==> src/rtl/bp_pkg.sv <==
// Shared types for the branch resolve path: prediction entry layout and
// resolve FSM states.
package bp_pkg;

  localparam int PC_W  = 4;
  localparam int GHR_W = 2;

  localparam logic [7:0] COUNT_MAX = 8'd255;

  typedef struct packed {
    logic             taken;
    logic [PC_W-1:0]  pc;
    logic [GHR_W-1:0] ghr;
  } entry_t;

  typedef enum logic [0:0] {
    RUN     = 1'b0,
    RECOVER = 1'b1
  } state_e;

endpackage

==> src/rtl/branch_resolve_unit_pred_queue.sv <==
// In-order prediction queue: synchronous FIFO with push/pop/clear, where a
// pop in the same cycle frees the slot for a push into a full queue.
module pred_queue
  import bp_pkg::*;
#(
  parameter int DEPTH = 4
) (
  input  logic   clk,
  input  logic   rst,
  input  logic   push,
  input  logic   pop,
  input  logic   clear,
  input  entry_t din,
  output entry_t head,
  output logic   full,
  output logic   empty
);

  localparam int PW = $clog2(DEPTH);
  localparam int CW = $clog2(DEPTH + 1);

  entry_t        mem_r [DEPTH];
  logic [PW-1:0] wptr_r;
  logic [PW-1:0] rptr_r;
  logic [CW-1:0] count_r;
  logic          do_push_s;
  logic          do_pop_s;

  assign full      = (count_r == CW'(DEPTH));
  assign empty     = (count_r == CW'(0));
  assign head      = mem_r[rptr_r];
  assign do_pop_s  = pop && !empty;
  assign do_push_s = push && (!full || do_pop_s);

  // Pointers wrap naturally because DEPTH is a power of two; clear wins over push/pop.
  always_ff @(posedge clk or posedge rst) begin
    if (rst) begin
      wptr_r  <= PW'(0);
      rptr_r  <= PW'(0);
      count_r <= CW'(0);
    end else if (clear) begin
      wptr_r  <= PW'(0);
      rptr_r  <= PW'(0);
      count_r <= CW'(0);
    end else begin
      if (do_push_s) wptr_r <= wptr_r + PW'(1);
      if (do_pop_s)  rptr_r <= rptr_r + PW'(1);
      case ({do_push_s, do_pop_s})
        2'b10:   count_r <= count_r + CW'(1);
        2'b01:   count_r <= count_r - CW'(1);
        default: count_r <= count_r;
      endcase
    end
  end

  // Entry storage; contents are only meaningful behind the occupancy count.
  always_ff @(posedge clk) begin
    if (do_push_s && !clear) mem_r[wptr_r] <= din;
  end

endmodule

==> src/rtl/branch_resolve_unit.sv <==
// Compares queued predictions against execute outcomes, drives predictor
// training, mispredict pulse, recovery stall and a saturating mispredict count.
module branch_resolve_unit
  import bp_pkg::*;
#(
  parameter int DEPTH          = 4,
  parameter int RECOVER_CYCLES = 2
) (
  input  logic             CLK,
  input  logic             RST,
  input  logic             Pred_Valid,
  output logic             Pred_Ready,
  input  logic             Pred_Taken,
  input  logic [PC_W-1:0]  Pred_PC,
  input  logic [GHR_W-1:0] Pred_GHR,
  input  logic             Resolve_Valid,
  output logic             Resolve_Ready,
  input  logic             Resolve_Taken,
  output logic             Update_Valid,
  output logic [PC_W-1:0]  Update_PC,
  output logic [GHR_W-1:0] Update_GHR,
  output logic             Update_Taken,
  output logic             Mispredict,
  output logic             Stall,
  output logic [7:0]       Mispredict_Count
);

  localparam int RW = (RECOVER_CYCLES > 1) ? $clog2(RECOVER_CYCLES) : 1;

  state_e        state_r;
  logic [RW-1:0] rec_cnt_r;
  entry_t        head_s;
  entry_t        push_entry_s;
  logic          full_s;
  logic          empty_s;
  logic          in_run_s;
  logic          pop_s;
  logic          push_s;
  logic          mismatch_s;

  assign in_run_s     = (state_r == RUN);
  assign pop_s        = Resolve_Valid && !empty_s;
  assign mismatch_s   = pop_s && (head_s.taken != Resolve_Taken);
  // Acceptance may use a same-cycle pop; the Ready output may not, so it never depends on a Valid input.
  assign push_s       = Pred_Valid && in_run_s && (!full_s || pop_s);
  assign push_entry_s = '{taken: Pred_Taken, pc: Pred_PC, ghr: Pred_GHR};

  assign Pred_Ready    = in_run_s && !full_s;
  assign Resolve_Ready = !empty_s;
  assign Stall         = (state_r == RECOVER);

  pred_queue #(
    .DEPTH (DEPTH)
  ) u_queue (
    .clk   (CLK),
    .rst   (RST),
    .push  (push_s),
    .pop   (pop_s),
    .clear (mismatch_s),
    .din   (push_entry_s),
    .head  (head_s),
    .full  (full_s),
    .empty (empty_s)
  );

  // Recovery FSM: a mismatch parks fetch for exactly RECOVER_CYCLES cycles.
  always_ff @(posedge CLK or posedge RST) begin
    if (RST) begin
      state_r   <= RUN;
      rec_cnt_r <= RW'(0);
    end else begin
      case (state_r)
        RUN: begin
          if (mismatch_s) begin
            state_r   <= RECOVER;
            rec_cnt_r <= RW'(RECOVER_CYCLES - 1);
          end
        end
        RECOVER: begin
          if (rec_cnt_r == RW'(0)) begin
            state_r <= RUN;
          end else begin
            rec_cnt_r <= rec_cnt_r - RW'(1);
          end
        end
        default: begin
          state_r   <= RUN;
          rec_cnt_r <= RW'(0);
        end
      endcase
    end
  end

  // Training write, mispredict pulse and saturating counter, one cycle after the pop.
  always_ff @(posedge CLK or posedge RST) begin
    if (RST) begin
      Update_Valid     <= 1'b0;
      Update_PC        <= PC_W'(0);
      Update_GHR       <= GHR_W'(0);
      Update_Taken     <= 1'b0;
      Mispredict       <= 1'b0;
      Mispredict_Count <= 8'd0;
    end else begin
      Update_Valid <= pop_s;
      Mispredict   <= mismatch_s;
      if (pop_s) begin
        Update_PC    <= head_s.pc;
        Update_GHR   <= head_s.ghr;
        Update_Taken <= Resolve_Taken;
      end
      if (mismatch_s && (Mispredict_Count != COUNT_MAX)) begin
        Mispredict_Count <= Mispredict_Count + 8'd1;
      end
    end
  end

endmodule

==> config.mk <==
export PLATFORM = sky130hd
export DESIGN_NAME = branch_resolve_unit
export DESIGN_NICKNAME = d
export VERILOG_FILES = /design/src/rtl/bp_pkg.sv /design/src/rtl/branch_resolve_unit_pred_queue.sv /design/src/rtl/branch_resolve_unit.sv
export SDC_FILE = /design/constraint.sdc
export NUM_CORES = 1
export LEC_CHECK = 0
export ABC_AREA = 0
export CAP_MARGIN = 10
export CORE_AREA = 2 2 75 77
export DETAILED_ROUTE_END_ITERATION = 16
export DIE_AREA = 0 0 77 79
export PLACE_DENSITY = 0.75
export SKIP_CTS_REPAIR_TIMING = 1
export SYNTH_ARGS = -nofsm -noshare
export SYNTH_HDL_FRONTEND = slang
export SYNTH_SLANG_ARGS = --single-unit
==> constraint.sdc <==
create_clock -name CLK -period 2.1 [get_ports CLK]
set_input_delay 0.42 -clock CLK [delete_from_list [all_inputs] [get_ports CLK]]
set_output_delay 0.42 -clock CLK [all_outputs]
set_load 0.01 [all_outputs]
==> flow_metrics.py <==
metrics = {
    "floorplanning": {
        "chipHeight_um": 79,
        "initial_utilization_pct": 43.39,
        "design.portCount": 32,
        "fp-row-count": 27,
        "core_sq_mm": 0.005338,
        "fp.dieW_um": 77,
        "die_area_sq_mm": 0.006083,
    },
    "clock_tree": {
        "cts_tree": "yes",
        "root_buffer": "clkbuf_8",
        "numCtsBuffers": 5,
        "insertion_delay_ps": 310,
        "cts_max_path_buffers": 2,
        "htreeDepth": 2,
        "clock_sinks": 54,
        "clkTransAtPathRegs_ps": 100,
    },
    "cells_and_area": {
        "final_util_pct": 53.82,
        "layout_common_cells": "clkdlybuf4s50_1 (29), edfxtp_1 (28), dfrtp_1 (26), nand2_1 (22), buf_4 (12)",
        "antenna_cells": 0,
        "synthToLayoutAreaGrowth_pct": 24.04,
        "final_nets": 223,
        "n_fill_cell": 448,
        "stdcell_area_sq_mm": 0.002873,
        "finalNonFillerCells": 278,
        "multi_input_area_sq_um": 775.7,
        "drive_gt1_share_pct": 14.56,
        "final_common_cell": "clkdlybuf4s50_1",
        "regArea_sq_mm": 0.001491,
    },
    "synth": {
        "synth_top_cell_area_share_pct": 36.30,
        "synth_compound_area_share_pct": 3.674,
        "yosys_warnings": 0,
        "muxShareOfSynthArea_pct": 10.32,
        "synth-xor-area-share_pct": 3.782,
        "yosysSeqAreaShare_pct": 64.40,
        "syn_nets": 178,
        "synth-adder-area-share_pct": 3.566,
        "synth-simple-area-share_pct": 11.89,
        "synth_top_family_by_area": "simple AND/OR/NAND/NOR gates",
        "synth-seq-cells": 54,
        "avgSynthCellArea_sq_um": 14.47,
        "synth_area_sq_mm": 0.002316,
        "synth_top_cell_by_area": "edfxtp_1",
        "synth.area.top_cells": "edfxtp_1 (36%), dfrtp_1 (28%), mux4_1 (6.8%)",
        "synth.distinct_cells": 34,
        "syn_inst": 160,
    },
    "power": {
        "pwr-share-clk_pct": 16.3,
        "p_seq_share_pct": 44.7,
        "vdd_ir_drop_max_uv": 404.8,
        "pwr-share-comb_pct": 39.0,
        "p_per_area_mw_per_mm2": 1262,
        "p_int_w": 0.002432,
        "switching_share_pct": 32.92,
        "switchingPower_w": 0.001193,
        "leakage_nw": 1.183,
        "p_total_w": 0.003625,
    },
    "routing": {
        "wl_um": 3920,
        "drt_iter0_markers": 64,
        "avgViaCountPerCell": 4.989,
        "vias": 1387,
        "first_pass_iters": 4,
        "wl_per_cell_um": 14.10,
        "drtAntennaViolNets": 0,
        "drc": 0,
    },
    "worst_setup_path": {
        "critPathKind": "in2reg",
        "start_kind": "input pin",
        "cp_max_fo": 7,
        "endpoint_kind": "flop",
        "critPathRequiredTime_ps": 2160,
        "cp.arrival_ps": 2040,
        "rr_worst_depth": 5,
    },
    "global_routing": {
        "grt_pass1_vias": 1347,
        "grt_start_max_net_pins": 27,
        "grt_pass1_wl_um": 6699,
        "grt.total_usage_pct": 14.26,
        "grt_antenna_before_repair": 0,
        "overflow": 0,
    },
    "placed_design": {
        "dpl_cell_area_sq_mm": 0.002766,
        "portBuffers": 31,
        "place_congestion": 0.7568,
        "place_hpwl_um": 2976,
        "dp_cells": 270,
    },
    "sta": {
        "rsz0062_at_grt": "yes",
        "whs_ps": 454.0,
        "worst_slew_pin_slew_ps": 342.9,
        "hold_viol_final": 0,
        "clock.fmax_ghz": 0.5045,
        "maxSlewHeadroom_pct": 77.01,
        "fin_skew_ps": 7.973,
        "min_period_ps": 1982,
        "min_period_over_period_pct": 94.38,
        "setup-violations-final": 0,
        "drv_slew": 0,
    },
    "run_status": {
        "outcome": "completed",
    },
    "hold_path": {
        "hp-class": "in2async",
    },
    "run": {
        "cap_viol_max_count": 0,
    },
}
critical path, stage by stage:
cell	delay [ps]
clkdlybuf4s50_1	460
nor2b_1	160
mux2_4	270
a211oi_2	220
and2b_1	240
and2_2	260
cells in the mapped netlist:
cell type,n
or3_1,1
mux2i_1,4
inv_1,3
ha_1,5
nor2b_1,4
fa_1,1
nand4_1,3
nor3b_1,1
mux2_4,2
a21o_1,1
o31ai_2,1
nand2_1,22
a21boi_1,1
nor2_1,11
mux4_1,6
nand3_1,3
nor3_1,2
mux2_2,1
nand2_4,1
clkinv_1,1
a41oi_1,2
and3_1,2
buf_4,1
xnor2_1,6
xor2_1,4
edfxtp_1,28
and2_1,6
and2b_1,1
dfrtp_1,26
buf_2,2
a21oi_1,3
buf_6,2
a211oi_2,1
a31oi_1,2
stage by stage:
stage          setup slack (ps)  TNS (ps)
6_report                  118.0         0
5_1_grt                 -0.7840    -1.550
4_1_cts                  -24.72    -24.72
3_5_place_dp             -201.1     -6344
3_3_place_gp             -188.7     -5884
2_1_floorplan             222.4         0
layout make-up:
type	instances	area share (%)
timing repair buffer	43	14.11
sequential	54	51.92
multi-input combinational	97	27.00
clock buffer	5	2.395
clock inverter	3	0.9146
tap	72	3.136
inverter	4	0.5226
worst paths after layout:
path	start	end	slack [ps]
worst min register to register	Mispredict_Count[4]	Mispredict_Count[4]	490
min in group CLK	Mispredict_Count[4]	Mispredict_Count[4]	490
worst max-delay path	Resolve_Taken	u_queue.mem_r[2][6]	120
worst max register to register	u_queue.rptr_r[0]	u_queue.mem_r[2][6]	150
worst min-delay path	RST	Update_PC[1]	450
max in group asynchronous	RST	Mispredict_Count[5]	1390
sequential cells by signal, indices dropped and copies added, names as in the netlist, 2 cells and up:
signal            cells
u_queue.count_r       3
u_queue.mem_r        28
u_queue.rptr_r        2
Mispredict_Count      8
Update_PC             4
Update_GHR            2
u_queue.wptr_r        2
layer usage:
layer / GRT usage, % / routed length [um] / part of all wire (%) / vias up
met1: 19.65 / 1836 / 47 / 687
met4: 5.179 / 68 / 1.7 / 0
li1: - / - / - / 666
met3: 3.409 / 129 / 3.3 / 7
met5: 0 / 0 / 0 / -
met2: 22.28 / 1886 / 48 / 27
cells by family after synthesis:
group,after synthesis
DFF,54
and+or+nand+nor,57
xor gates and xnor gates,10
buffers and inverters,9
adders and majority gates,6
AOI/OAI and AO/OA,11
muxes,13
power groups by stage:
stage / Combinational [W] / Clock [W] / Sequential, W
3_3_place_gp: 0.00139 / 0 / 0.00163
6_report: 0.00141 / 0.000591 / 0.00162
5_1_grt: 0.00157 / 0.000657 / 0.00166
3_5_place_dp: 0.00143 / 0 / 0.00164
4_1_cts: 0.00143 / 0.000610 / 0.00162
2_1_floorplan: 0.000811 / 0 / 0.00166
(Power assumes the default switching activity.)
